[src/rtl/lsu_defs_pkg.sv]
// Shared encodings for the load/store unit: RV32I funct3 values, RAM access sizes,
// controller states and small decode helpers.
package lsu_defs;

    localparam logic [2:0] F3_B  = 3'b000;
    localparam logic [2:0] F3_H  = 3'b001;
    localparam logic [2:0] F3_W  = 3'b010;
    localparam logic [2:0] F3_BU = 3'b100;
    localparam logic [2:0] F3_HU = 3'b101;

    localparam logic [1:0] DT_WORD = 2'b00;
    localparam logic [1:0] DT_HALF = 2'b01;
    localparam logic [1:0] DT_BYTE = 2'b10;

    typedef enum logic [1:0] {
        IDLE  = 2'b00,
        ISSUE = 2'b01,
        WAIT  = 2'b10,
        RESP  = 2'b11
    } lsu_state_t;

    // Loads accept B/H/W/BU/HU; stores only B/H/W.
    function automatic logic f3_illegal(input logic write, input logic [2:0] f3);
        if (write)
            f3_illegal = (f3 > F3_W);
        else
            f3_illegal = (f3 == 3'b011) || (f3 == 3'b110) || (f3 == 3'b111);
    endfunction

    // Size comes from funct3[1:0]; the unsigned variants share the signed sizes.
    function automatic logic f3_misaligned(input logic [2:0] f3, input logic [1:0] lsb);
        case (f3[1:0])
            2'b01:   f3_misaligned = lsb[0];
            2'b10:   f3_misaligned = (lsb != 2'b00);
            default: f3_misaligned = 1'b0;
        endcase
    endfunction

    function automatic logic [1:0] f3_to_dt(input logic [2:0] f3);
        case (f3[1:0])
            2'b00:   f3_to_dt = DT_BYTE;
            2'b01:   f3_to_dt = DT_HALF;
            default: f3_to_dt = DT_WORD;
        endcase
    endfunction

endpackage

[src/rtl/load_extend.sv]
// Combinational load-data extension: sign- or zero-extends the raw RAM word
// according to the RV32I load funct3.
module load_extend
    import lsu_defs::*;
(
    input  logic [2:0]  funct3,
    input  logic [31:0] raw_data,
    output logic [31:0] ext_data
);

    always_comb begin
        ext_data = raw_data;
        case (funct3)
            F3_B:    ext_data = {{24{raw_data[7]}}, raw_data[7:0]};
            F3_H:    ext_data = {{16{raw_data[15]}}, raw_data[15:0]};
            F3_BU:   ext_data = {24'h000000, raw_data[7:0]};
            F3_HU:   ext_data = {16'h0000, raw_data[15:0]};
            default: ext_data = raw_data;
        endcase
    end

endmodule

[src/rtl/load_store_unit.sv]
// Load/store unit: takes one request at a time from the memory stage, performs a single
// RAM access and returns extended load data or a fault response.
module load_store_unit
    import lsu_defs::*;
#(
    parameter int MEM_LATENCY = 1,
    parameter bit CHECK_ALIGN = 1'b1
)
(
    input  logic        clk,
    input  logic        rst_n,
    input  logic        req_valid,
    output logic        req_ready,
    input  logic        req_write,
    input  logic [2:0]  req_funct3,
    input  logic [31:0] req_addr,
    input  logic [31:0] req_wdata,
    output logic        resp_valid,
    input  logic        resp_ready,
    output logic [31:0] resp_rdata,
    output logic        resp_misaligned,
    output logic        resp_illegal,
    output logic        mem_write_EN,
    output logic        mem_read_EN,
    output logic [1:0]  mem_data_type,
    output logic [31:0] mem_address,
    output logic [31:0] mem_write_data,
    input  logic [31:0] mem_read_data
);

    localparam int CNT_W = 3;

    lsu_state_t state_reg, state_next;

    logic             is_write_reg;
    logic [2:0]       funct3_reg;
    logic [CNT_W-1:0] wait_cnt_reg;

    logic        accept;
    logic        req_illegal;
    logic        req_misaligned;
    logic        req_fault;
    logic [31:0] ext_data;

    assign req_ready      = (state_reg == IDLE);
    assign accept         = req_valid && req_ready;
    assign req_illegal    = f3_illegal(req_write, req_funct3);
    assign req_misaligned = CHECK_ALIGN && f3_misaligned(req_funct3, req_addr[1:0]);
    assign req_fault      = req_illegal || req_misaligned;

    load_extend u_load_extend (
        .funct3   (funct3_reg),
        .raw_data (mem_read_data),
        .ext_data (ext_data)
    );

    always_ff @(posedge clk or negedge rst_n) begin
        if (!rst_n)
            state_reg <= IDLE;
        else
            state_reg <= state_next;
    end

    always_comb begin
        state_next = state_reg;
        case (state_reg)
            IDLE:    if (accept) state_next = req_fault ? RESP : ISSUE;
            ISSUE:   state_next = is_write_reg ? RESP : WAIT;
            WAIT:    if (wait_cnt_reg == '0) state_next = RESP;
            RESP:    if (resp_ready) state_next = IDLE;
            default: state_next = IDLE;
        endcase
    end

    // Datapath and registered outputs; enables are only ever high for the ISSUE cycle.
    always_ff @(posedge clk or negedge rst_n) begin
        if (!rst_n) begin
            is_write_reg    <= 1'b0;
            funct3_reg      <= 3'b000;
            wait_cnt_reg    <= '0;
            resp_valid      <= 1'b0;
            resp_rdata      <= 32'h0;
            resp_misaligned <= 1'b0;
            resp_illegal    <= 1'b0;
            mem_write_EN    <= 1'b0;
            mem_read_EN     <= 1'b0;
            mem_data_type   <= DT_WORD;
            mem_address     <= 32'h0;
            mem_write_data  <= 32'h0;
        end else begin
            case (state_reg)
                IDLE: begin
                    if (accept) begin
                        is_write_reg    <= req_write;
                        funct3_reg      <= req_funct3;
                        resp_rdata      <= 32'h0;
                        resp_illegal    <= req_illegal;
                        resp_misaligned <= req_misaligned && !req_illegal;
                        if (req_fault) begin
                            resp_valid <= 1'b1;
                        end else begin
                            mem_address    <= req_addr;
                            mem_data_type  <= f3_to_dt(req_funct3);
                            mem_write_data <= req_wdata;
                            mem_write_EN   <= req_write;
                            mem_read_EN    <= !req_write;
                        end
                    end
                end
                ISSUE: begin
                    mem_write_EN <= 1'b0;
                    mem_read_EN  <= 1'b0;
                    wait_cnt_reg <= CNT_W'(MEM_LATENCY - 1);
                    if (is_write_reg)
                        resp_valid <= 1'b1;
                end
                WAIT: begin
                    // The RAM zeroes read_data right after the valid cycle, so sample exactly here.
                    if (wait_cnt_reg == '0) begin
                        resp_rdata <= ext_data;
                        resp_valid <= 1'b1;
                    end else begin
                        wait_cnt_reg <= wait_cnt_reg - CNT_W'(1);
                    end
                end
                RESP: begin
                    if (resp_ready)
                        resp_valid <= 1'b0;
                end
                default: ;
            endcase
        end
    end

endmodule
[config.mk]
export PLATFORM = sky130hd
export DESIGN_NAME = load_store_unit
export DESIGN_NICKNAME = d
export VERILOG_FILES = /design/src/rtl/lsu_defs_pkg.sv /design/src/rtl/load_extend.sv /design/src/rtl/load_store_unit.sv
export SDC_FILE = /design/constraint.sdc
export NUM_CORES = 1
export LEC_CHECK = 0
export CORE_UTILIZATION = 35
export CTS_CLUSTER_SIZE = 8
export DETAILED_ROUTE_END_ITERATION = 8
export PLACE_DENSITY = 0.64
export SLEW_MARGIN = 20
export SYNTH_ARGS = -nofsm -noshare
export SYNTH_HDL_FRONTEND = slang
export SYNTH_SLANG_ARGS = --single-unit
[constraint.sdc]
create_clock -name clk -period 4.85 [get_ports clk]
set_clock_uncertainty 0.15 [all_clocks]
set_input_delay 0.97 -clock clk [delete_from_list [all_inputs] [get_ports clk]]
set_output_delay 0.97 -clock clk [all_outputs]
set_load 0.01 [all_outputs]
==> metrics.log <==
[metrics] H-Tree Depth: 3
[metrics] Tightest Hold Check Type: reg -> reg
[metrics] kind of start point of the critical path: input pin
[metrics] total negative setup slack: 0 ns
[metrics] synthesis-stage register bit count: about 110
[metrics] pin count of the biggest net entering global routing: 72
[metrics] run status: finished, final reports clean
[metrics] leakage: 3.43 nW
[metrics] initial core utilization: 0.364
[metrics] sequential share of the synthesized area: 0.573
[metrics] average wire length per cell after detail routing: 16.4 microns
[metrics] share of flip-flops with an asynchronous set or reset after synthesis: 1.00
[metrics] Root Buffer: clkbuf_16
[metrics] switching power: 1.43 mW
[metrics] vias in the first global route: 3651
[metrics] switching power as a share of total power: 0.320
[metrics] CP Buf/Inv Count: 3
[metrics] total power density per cell area: 603 nW/um^2
[metrics] share of synthesized area spent on multiplexers: 0.211
[metrics] CTS tree: yes
[metrics] Detailed Route WL: around 12000 microns
[metrics] initial drt markers: 119
[metrics] slew of the pin with the lowest slew margin: 0.907 ns
[metrics] CP endpoint kind: flip-flop
[metrics] Clock Sink Count: 112
[metrics] number of distinct library cells after synthesis: 32
[metrics] post-detail-place hpwl: 8740 microns
[metrics] Vias: between 3000 and 4000
[metrics] Post-Synth Simple-Gate Area: 0.0657
[metrics] final antenna diode count: 0
[metrics] Critical Path AT: ~3.3 ns
[metrics] floorplan core area: ~13000 sq um
[metrics] sequence of cells on the critical path: clkdlybuf4s50_1 -> inv_1 -> ha_1 -> o211a_1 -> a31oi_1 -> nand4b_4 -> buf_12 -> mux2_4
[metrics] largest registers: mem_address x32, mem_write_data x32, resp_rdata x32
[metrics] Top Ports: 208
[metrics] P&R area growth vs syn: 51.2%
[metrics] cell at the slowest stage of the critical path: clkdlybuf4s50_1
[metrics] Post-CTS Hold Fix Bufs: 0
[metrics] port buffer count: between 200 and 250
[metrics] number of enable-type register cells in the synthesized netlist: 0
[metrics] depth of the worst hold-timing path: 2
[metrics] clock transition at the registers of the reported paths: 0.07 ns
[metrics] Top FF cell, synth: dfrtp_1
[metrics] final hold violations: 0
[metrics] Final nets: 671
[metrics] Crit Path Category: in -> reg
[metrics] RSZ-0062 raised after global routing: no
[metrics] count of instances resized after the clock tree is built: 0
[metrics] fraction of layout instances using a drive strength above 1: 0.170
[metrics] total nets after synthesis: 466
[metrics] design internal power: 3.04 mW
[metrics] clock network fraction of design power: 0.161
[metrics] stages on the worst setup path: 8
[metrics] top cell family by delay on the critical path: buffers and inverters
[metrics] Final Wtd Congestion: 0.816
[metrics] DRC violations left: 0
[metrics] Worst slew margin: 0.396
[metrics] Synth area leaders: dfrtp_1 57%, mux2_4 20%, o21ai_0 3.5%, ha_1 3.1%, a22o_1 2.9%
[metrics] Compound-Gate Fraction of Synth Area: 0.0872
[metrics] clock latency reported for the late side of the worst-skew pair: 0.35 ns
[metrics] max-slew violations: 0
[metrics] count of filler cells inserted in the layout: 1172
[metrics] number of setup buffers added after CTS: 0
[metrics] critical path's largest stage delay: around 0.54 ns
[metrics] All-Layer GR Usage: 0.170
[metrics] area share of the largest cell type after synthesis: 0.573
[metrics] CTS buffer count: 9
[metrics] vertical die dimension: 120 microns
[metrics] top cell types by occurrence after synthesis: 112 x dfrtp_1, 66 x mux2_4, 34 x o21ai_0
[metrics] Via-to-Cell Ratio: 4.69
[metrics] antenna violations before repair: 0
[metrics] fin crit period: 3.22 ns
[metrics] dominant cell by count in the synthesized netlist: dfrtp_1
[metrics] synthesized-area fraction occupied by xor and xnor cells: 0
[metrics] post-synthesis share of cell area spent on full adders, half adders and majority gates: 0.0307
[metrics] Post-Synthesis Cells: 350
[metrics] synthesized cell area: 4890 sq um
[metrics] Avg Synthesized Cell Area: 14.0 sq um
[metrics] final core area utilization: 0.550
[metrics] Die X: between 100 and 150 microns
[metrics] Register-to-Register Path Depth: 6
[metrics] # setup viols final: 0
[metrics] sequential share of power: 0.364
[metrics] number of max-capacitance violations reported: 0
[metrics] clock tree buffer depth: 2
[metrics] residual overflow from global routing: 0
[metrics] leading area contributor after synthesis: dfrtp_1
[metrics] First-pass DRT Iterations: 4
[metrics] top fanout value on the critical path: 70
[metrics] final cycle utilization of the critical path: 0.664
[metrics] Cell Rows: 42
[metrics] global-route wire length before repair: between 15000 and 20000 microns
[metrics] Comb power frac: 0.475
[metrics] warnings from Yosys: 0
[metrics] die area: 14500 sq um
[metrics] largest family of logic cells by synthesized area: multiplexers
[metrics] number of nets still failing antenna checks after routing: 0
[metrics] maximum clock frequency: 310 MHz
[metrics] Worst IR Drop VDD: between 0.0002 and 0.0003 V
[metrics] required time of the critical path: approximately 4.9 ns
[layout make-up]
type / count / area [sq um] / share of cell area
Clock buffer: 9 / 225 / 0.0304
Clock inverter: 7 / 62.6 / 0.00845
Inverter: 11 / 41.3 / 0.00558
Multi-Input combinational cell: 210 / 1940 / 0.262
Sequential cell: 112 / 2800 / 0.379
Tap cell: 176 / 220 / 0.0298
Timing Repair Buffer: 211 / 2110 / 0.285
[worst register-to-register path, delay by kind of cell, from the launching register on]
family	cells	cell delay, ns
buffers and inverters	2	0.53
and+or+nand+nor	2	0.53
DFF	1	0.43
muxes	1	0.42
adders and majority gates	1	0.30
[stage by stage]
stage / std cells / power [mW] / setup WS, ns / hold slack, ns / area, sq um
after global routing: 736 / 4.74 / 1.58 / 0.377 / 7400
after global placement: 720 / 3.74 / 1.41 / 0.313 / 7110
after floorplan: 350 / 2.68 / 2.14 / 0.298 / 4890
final: 736 / 4.46 / 1.63 / 0.333 / 7400
after CTS: 736 / 4.53 / 1.66 / 0.340 / 7400
after detailed placement: 720 / 3.78 / 1.30 / 0.323 / 7110
[cell usage in the layout, fill, tap and decap left out, types with 2 or more instances in the layout]
cell type        count
inv_6                3
nor2_1               3
nand2_1             33
nand3_1              2
dfrtp_1            112
a21oi_1              2
inv_1               11
clkinv_4             2
ha_1                12
a22o_1              16
o21ai_0             34
clkdlybuf4s50_1    206
o211ai_1             2
nor2b_1             18
clkbuf_16            9
o31ai_1              3
mux2_4              66
mux2_2               3
buf_4                4
[layer usage]
layer,GRT usage,vias to the layer above,share of wire
met5,0,-,0
met4,0.0394,0,0.0092
met2,0.280,131,0.48
li1,-,1625,-
met1,0.219,1685,0.45
met3,0.0519,9,0.067
[power groups by stage]
stage,combinational [mW],clock (mW),sequential (mW)
after global routing,2.28,0.777,1.69
after floorplan,0.911,0,1.77
after CTS,2.15,0.745,1.63
final,2.12,0.718,1.62
after global placement,2.10,0,1.64
after detailed placement,2.14,0,1.64
[final timing paths]
path / from / endpoint / slack (ns)
min in group asynchronous: rst_n / mem_address[30] / 0.58
worst min register to register: resp_rdata[23] / resp_rdata[23] / 0.33
max in group asynchronous: rst_n / mem_address[2] / 2.85
worst max-delay path: req_funct3[0] / mem_address[11] / 1.63
worst min-delay path: resp_rdata[23] / resp_rdata[23] / 0.33
worst max register to register: state_reg[1] / mem_address[11] / 2.38
[logic make-up (layout without fill, tap and decap cells)]
family / after synthesis / in the layout
adders and majority gates: 12 / 12
muxes: 70 / 70
AOI/OAI and AO/OA: 66 / 66
and+or+nand+nor: 62 / 62
DFF: 112 / 112
buffers and inverters: 28 / 238
(Power assumes the default switching activity.)
